File: config.mk
export PLATFORM = sky130hd
export DESIGN_NAME = median5_window_feeder
export DESIGN_NICKNAME = d
export VERILOG_FILES = /design/src/rtl/median5_pkg.sv /design/src/rtl/median5_tap_shift.sv /design/src/rtl/median5_window_feeder.sv
export SDC_FILE = /design/constraint.sdc
export NUM_CORES = 1
export LEC_CHECK = 0
export ABC_AREA = 1
export CAP_MARGIN = 10
export CORE_MARGIN = 2
export CORE_UTILIZATION = 35
export CTS_BUF_LIST = sky130_fd_sc_hd__clkbuf_8
export DETAILED_ROUTE_END_ITERATION = 7
export PLACE_DENSITY = 0.65
export RECOVER_POWER = 25
export SLEW_MARGIN = 0
export SYNTH_ARGS = -nofsm -noshare
export SYNTH_HDL_FRONTEND = slang
export SYNTH_HIERARCHICAL = 1
export SYNTH_SLANG_ARGS = --single-unit
File: constraint.sdc
create_clock -name clk -period 2.6 [get_ports clk]
set_input_delay 0.52 -clock clk [delete_from_list [all_inputs] [get_ports clk]]
set_output_delay 0.52 -clock clk [all_outputs]
set_load 0.005 [all_outputs]
File: src/rtl/median5_pkg.sv
// ---------------------------------------------------------------------------
// median5_pkg
// Constants and types shared by the median-5 window feeder and its tap
// shift register.
//   DW        : sample width, must match the downstream median selector
//   WIN       : window length (fixed at 5)
//   state_t   : line framing states of the feeder
//   tap_op_t  : control word for the tap shift register
//   FILL_FULL : fill count at which the window is fully populated
//   FLUSH_LEN : number of trailing padded windows for lines of 2+ samples
// ---------------------------------------------------------------------------
package median5_pkg;

   localparam int DW  = 8;
   localparam int WIN = 5;

   typedef enum logic [1:0] {
      IDLE  = 2'd0,
      RUN   = 2'd1,
      FLUSH = 2'd2
   } state_t;

   typedef enum logic [1:0] {
      TAP_HOLD  = 2'd0,
      TAP_SHIFT = 2'd1,
      TAP_LOAD  = 2'd2
   } tap_op_t;

   localparam logic [1:0] FILL_FULL = 2'd3;
   localparam logic [1:0] FLUSH_LEN = 2'd2;

   // Count of samples seen in the current line, saturating once the
   // window has enough real samples to be centred.
   function automatic logic [1:0] fill_step(input logic [1:0] cnt);
      if (cnt >= FILL_FULL) begin
         return FILL_FULL;
      end
      return cnt + 2'd1;
   endfunction

endpackage

File: src/rtl/median5_tap_shift.sv
// ---------------------------------------------------------------------------
// median5_tap_shift
// Five-tap sample shift register feeding the median selector window.
// Ports:
//   clk, ngreset : clock and asynchronous active-low reset (taps clear to 0)
//   op           : TAP_HOLD keeps all taps, TAP_SHIFT moves every tap one
//                  place older and puts din in w0, TAP_LOAD copies din into
//                  all five taps (edge replication at the start of a line)
//   din          : sample entering the newest tap
//   w0..w4       : taps, w0 newest, w4 oldest
// ---------------------------------------------------------------------------
module median5_tap_shift
   import median5_pkg::*;
#(
   parameter int W = median5_pkg::DW
) (
   input  logic         clk,
   input  logic         ngreset,
   input  tap_op_t      op,
   input  logic [W-1:0] din,
   output logic [W-1:0] w0,
   output logic [W-1:0] w1,
   output logic [W-1:0] w2,
   output logic [W-1:0] w3,
   output logic [W-1:0] w4
);

   // Tap storage. Loading all taps at once is what gives the line its
   // replicated left edge; replicating on the right edge is done by the
   // feeder simply shifting w0 back into itself.
   always_ff @(posedge clk or negedge ngreset) begin
      if (!ngreset) begin
         w0 <= '0;
         w1 <= '0;
         w2 <= '0;
         w3 <= '0;
         w4 <= '0;
      end else begin
         case (op)
            TAP_LOAD: begin
               w0 <= din;
               w1 <= din;
               w2 <= din;
               w3 <= din;
               w4 <= din;
            end
            TAP_SHIFT: begin
               w4 <= w3;
               w3 <= w2;
               w2 <= w1;
               w1 <= w0;
               w0 <= din;
            end
            default: begin
            end
         endcase
      end
   end

endmodule

File: src/rtl/median5_window_feeder.sv
// ---------------------------------------------------------------------------
// median5_window_feeder
// Turns a line-framed serial sample stream into a sliding, centred 5-tap
// window for the median selector. Line edges are padded by replicating the
// first and last samples, so every input sample yields exactly one window.
// Ports:
//   clk, ngreset     : clock and asynchronous active-low reset
//   in_valid/in_data : input sample, accepted when in_valid && in_ready
//   in_sof / in_eol  : first / last sample of a line (may coincide)
//   in_ready         : low while trailing padded windows are flushed
//   data0..data4     : window taps, data0 newest, data2 centre, data4 oldest
//   win_valid        : taps hold a valid centred window this cycle
//   win_eol          : with win_valid, last window of the line
//   line_err         : one-cycle pulse for a sample without a line start,
//                      or a new line start before the previous line ended
// ---------------------------------------------------------------------------
module median5_window_feeder
   import median5_pkg::*;
#(
   parameter int DW = median5_pkg::DW
) (
   input  logic          clk,
   input  logic          ngreset,
   input  logic          in_valid,
   input  logic [DW-1:0] in_data,
   input  logic          in_sof,
   input  logic          in_eol,
   output logic          in_ready,
   output logic [DW-1:0] data0,
   output logic [DW-1:0] data1,
   output logic [DW-1:0] data2,
   output logic [DW-1:0] data3,
   output logic [DW-1:0] data4,
   output logic          win_valid,
   output logic          win_eol,
   output logic          line_err
);

   state_t        state;
   state_t        state_nxt;
   logic [1:0]    fill_cnt;
   logic [1:0]    fill_nxt;
   logic [1:0]    fill_after;
   logic [1:0]    flush_cnt;
   logic [1:0]    flush_nxt;
   logic          valid_nxt;
   logic          eol_nxt;
   logic          err_nxt;
   logic          start;
   logic          accept;
   tap_op_t       tap_op;
   logic [DW-1:0] tap_din;

   // The source is only stalled while the padded trailing windows are
   // produced, so the ready is a pure decode of the registered state.
   assign in_ready = (state != FLUSH);
   assign accept   = in_valid && in_ready;

   // Window storage; the FSM below decides each cycle whether it loads,
   // shifts or holds.
   median5_tap_shift #(
      .W (DW)
   ) u_taps (
      .clk     (clk),
      .ngreset (ngreset),
      .op      (tap_op),
      .din     (tap_din),
      .w0      (data0),
      .w1      (data1),
      .w2      (data2),
      .w3      (data3),
      .w4      (data4)
   );

   // Next-state and output decode. A line start (from IDLE, or a restart
   // in the middle of a line) fills all taps with the first sample so the
   // left edge is already padded. Inside a line the window only becomes
   // valid once three real samples have been taken, because only then is
   // the centre tap a real sample with two newer neighbours. On the end of
   // line, FLUSH shifts the last sample back into w0 to pad the right edge:
   // two extra windows normally, one when the line held a single sample.
   always_comb begin
      state_nxt  = state;
      fill_nxt   = fill_cnt;
      flush_nxt  = flush_cnt;
      valid_nxt  = 1'b0;
      eol_nxt    = 1'b0;
      err_nxt    = 1'b0;
      start      = 1'b0;
      tap_op     = TAP_HOLD;
      tap_din    = in_data;
      fill_after = fill_step(fill_cnt);

      case (state)
         IDLE: begin
            if (accept) begin
               if (in_sof) begin
                  start = 1'b1;
               end else begin
                  err_nxt = 1'b1;
               end
            end
         end

         RUN: begin
            if (accept) begin
               if (in_sof) begin
                  err_nxt = 1'b1;
                  start   = 1'b1;
               end else begin
                  tap_op    = TAP_SHIFT;
                  fill_nxt  = fill_after;
                  valid_nxt = (fill_after == FILL_FULL);
                  if (in_eol) begin
                     state_nxt = FLUSH;
                     flush_nxt = (fill_after >= 2'd2) ? FLUSH_LEN : 2'd1;
                  end
               end
            end
         end

         FLUSH: begin
            tap_op    = TAP_SHIFT;
            tap_din   = data0;
            valid_nxt = 1'b1;
            flush_nxt = flush_cnt - 2'd1;
            if (flush_cnt <= 2'd1) begin
               eol_nxt   = 1'b1;
               state_nxt = IDLE;
               fill_nxt  = 2'd0;
               flush_nxt = 2'd0;
            end
         end

         default: begin
            state_nxt = IDLE;
            fill_nxt  = 2'd0;
            flush_nxt = 2'd0;
         end
      endcase

      if (start) begin
         tap_op   = TAP_LOAD;
         fill_nxt = 2'd1;
         if (in_eol) begin
            state_nxt = FLUSH;
            flush_nxt = 2'd1;
         end else begin
            state_nxt = RUN;
         end
      end
   end

   // State, counters and the registered window flags. Reset drops any
   // partially built window immediately.
   always_ff @(posedge clk or negedge ngreset) begin
      if (!ngreset) begin
         state     <= IDLE;
         fill_cnt  <= 2'd0;
         flush_cnt <= 2'd0;
         win_valid <= 1'b0;
         win_eol   <= 1'b0;
         line_err  <= 1'b0;
      end else begin
         state     <= state_nxt;
         fill_cnt  <= fill_nxt;
         flush_cnt <= flush_nxt;
         win_valid <= valid_nxt;
         win_eol   <= eol_nxt;
         line_err  <= err_nxt;
      end
   end

endmodule
==> flow_summary.toml <==
[detailed_routing]
totalWireLength_um = 6189
dr_total_vias = 2327
ant_nets = 0
post_drt_wl_per_cell_um = 11.81
drt_iter0_drc = 197
drtPass1Iterations = 4
drc_errors = 0
vias_per_cell = 4.441

[timing]
relSlewSlack = 0.3060
setup-tns-final_ns = 0
rsz0062_at_grt = "false"
skew_ns = 0.01051
fin_crit_sh = 0.9187
slew_violations = 0
max_freq_mhz = 418.7
fin_crit_ns = 2.389
setup_violations = 0
layout_setup_ws_ns = 0.2115
hold_violations = 0
holdWs_ns = 0.3017
tightest_slew_ns = 1.041

[clock_network]
cts_tree = "done"
cts_made_buffers = 5
cts_setup_buffers = 0
cts-htree-levels = 2
hold_buffers = 0
clock_sinks = 49
clk_latency_ns = 0.30
cts_buffer_depth = 2
cts_root_buf = "clkbuf_8"
path_clk_slew_ns = 0.10
post_cts_resize_count = 0

[worst_setup_path]
end_kind = "primary output"
path_cells = "inv_1, ha_2, inv_2, buf_4, clkdlybuf4s50_1"
rrSetupSlack_ns = 0.41
path_delay_family = "buffers and inverters"
slowest_stage = "clkdlybuf4s50_1"
worst-path-buf-inv = 4
cp.required_ns = 2.08
slowest_delay_ns = 0.45
start_kind = "flop"
cp_max_fo = 11
path_class = "flop to primary output"
rr_worst_depth = 9
cp.arrival_ns = 1.87
crit_path_start = "state[0]"
reg2reg_from = "state[0]"
r2r-end = "u_taps/w0[2]"

[synthesis]
ys_seq_elements = 49
yosysMostFrequentCell = "nand2_1"
avgSynthCellArea_um2 = 7.230
synthTopCellsByArea = "dfrtp_1 (46%), nand2_1 (29%), inv_1 (4.1%)"
syn-cell-area_mm2 = 0.002639
synthesis.nets = 384
synthFlopType = "dfrtp_1"
yosysWarnings = 6
synth_area_leader_cell = "dfrtp_1"
ys_seq_area_frac = 0.4647
postSynthCellCount = 365
synth_edf_count = 0
yosys.area.top_type_share = 0.4647
yosys.cell_types.count = 20
ys_top_cells_by_count = "nand2_1 (207), dfrtp_1 (49), inv_1 (29), nand3_1 (14), nand2_2 (11)"
async_reset_ff_frac = 1.000

[finish]
nets = 443
seq_area_mm2 = 0.001226
antenna_cells = 0
stdcell_count = 524
multi_input_area_mm2 = 0.001185
syn_to_final_growth_pct = 28.88
fillers = 781
layout-drive-gt1-share = 0.09647

[pwr]
power.total_mw = 3.718
p_leak_nw = 1.777
cellPowerDensity_mw_per_mm2 = 1093
peakVddDrop_v = 0.0003444

[floorplanning]
ios = 57
fp.dieH_um = 90.83
die_x_um = 90.83
rows = 31
die-area_mm2 = 0.008250
core_region_area_mm2 = 0.007292
start_util = 0.3619

[min_path]
min_path_type = "input port to asynchronous set/reset pin"

[place]
gp_congestion = 0.8184
port_buffers = 56
dp_hpwl_um = 4486
post-place-ws_ns = 0.1351
place_inst = 516

[global_route]
antenna_found_initial = 0
grt_max_degree = 35
grt_pass1_wl_um = 10700
grt-ovfl-total = 0
grt_pass1_vias = 2187
track_usage = 0.1576

[run_status]
status = "completed"

[run]
drv_cap = 0
## layout make-up
type	count	share of cell area
multi-input combinational	268	0.3484
tap	99	0.03642
clock inverter	3	0.006623
timing repair buffer	66	0.1902
inverter	34	0.03753
clock buffer	5	0.02024
sequential	49	0.3606
## cells by family after synthesis
family | after synthesis | synth area share
simple gates | 244 | 0.3817
flops | 49 | 0.4647
buf+inv | 48 | 0.08724
compound gates | 18 | 0.03793
fa+ha+maj | 6 | 0.02845
## power by group
group          internal (mW)  switching (mW)  total [mW]
clock                  0.189           0.270       0.459
combinational          0.942           0.947        1.89
sequential              1.10           0.265        1.37
total                   2.24            1.48        3.72
## layout by cell type (no fill, tap or decap), types with 2 or more instances in the layout
master           count
nor2_1               5
nand2_1            207
dfrtp_1             49
clkinvlp_4           3
nand2_4              2
inv_2                5
nand2_2             11
ha_1                 5
a21oi_2              2
nand3_1             14
inv_1               29
buf_4                6
clkdlybuf4s50_1     55
buf_12               2
clkbuf_8             5
o21ai_0             10
a21oi_1              3
clkbuf_1             3
nand3_2              2
nor2_4               2
o21ai_1              2
## worst max path at each step
stage | endpoint | cells past startpoint
finish | in_ready | 5
global route | in_ready | 5
CTS | in_ready | 5
detailed placement | u_taps/w0[6] | 7
global placement | u_taps/w0[3] | 7
floorplan | u_taps/w1[4] | 10
## state kept, by name, summed over array words and instances, names as in the netlist, 2 cells and up
signal,cells
u_taps/w4,8
u_taps/w0,8
u_taps/w1,8
u_taps/w3,8
state,2
fill_cnt,2
u_taps/w2,8
flush_cnt,2
## per-stage QoR
stage	cell area, um^2	util
2_1_floorplan	2639	-
4_1_cts	3407	0.4672
3_3_place_gp	3316	0.4547
5_1_grt	3401	0.4664
3_5_place_dp	3316	0.4547
6_report	3401	0.4664
## per-layer routing
metal | up-vias | GRT usage | share of wire
met1 | 1057 | 0.2226 | 0.48
li1 | 1211 | - | -
met3 | 4 | 0.04007 | 0.052
met5 | - | 0 | 0
met4 | 0 | 0.03662 | 0.0089
met2 | 55 | 0.2438 | 0.46
Power figures use the tool's default switching activity.
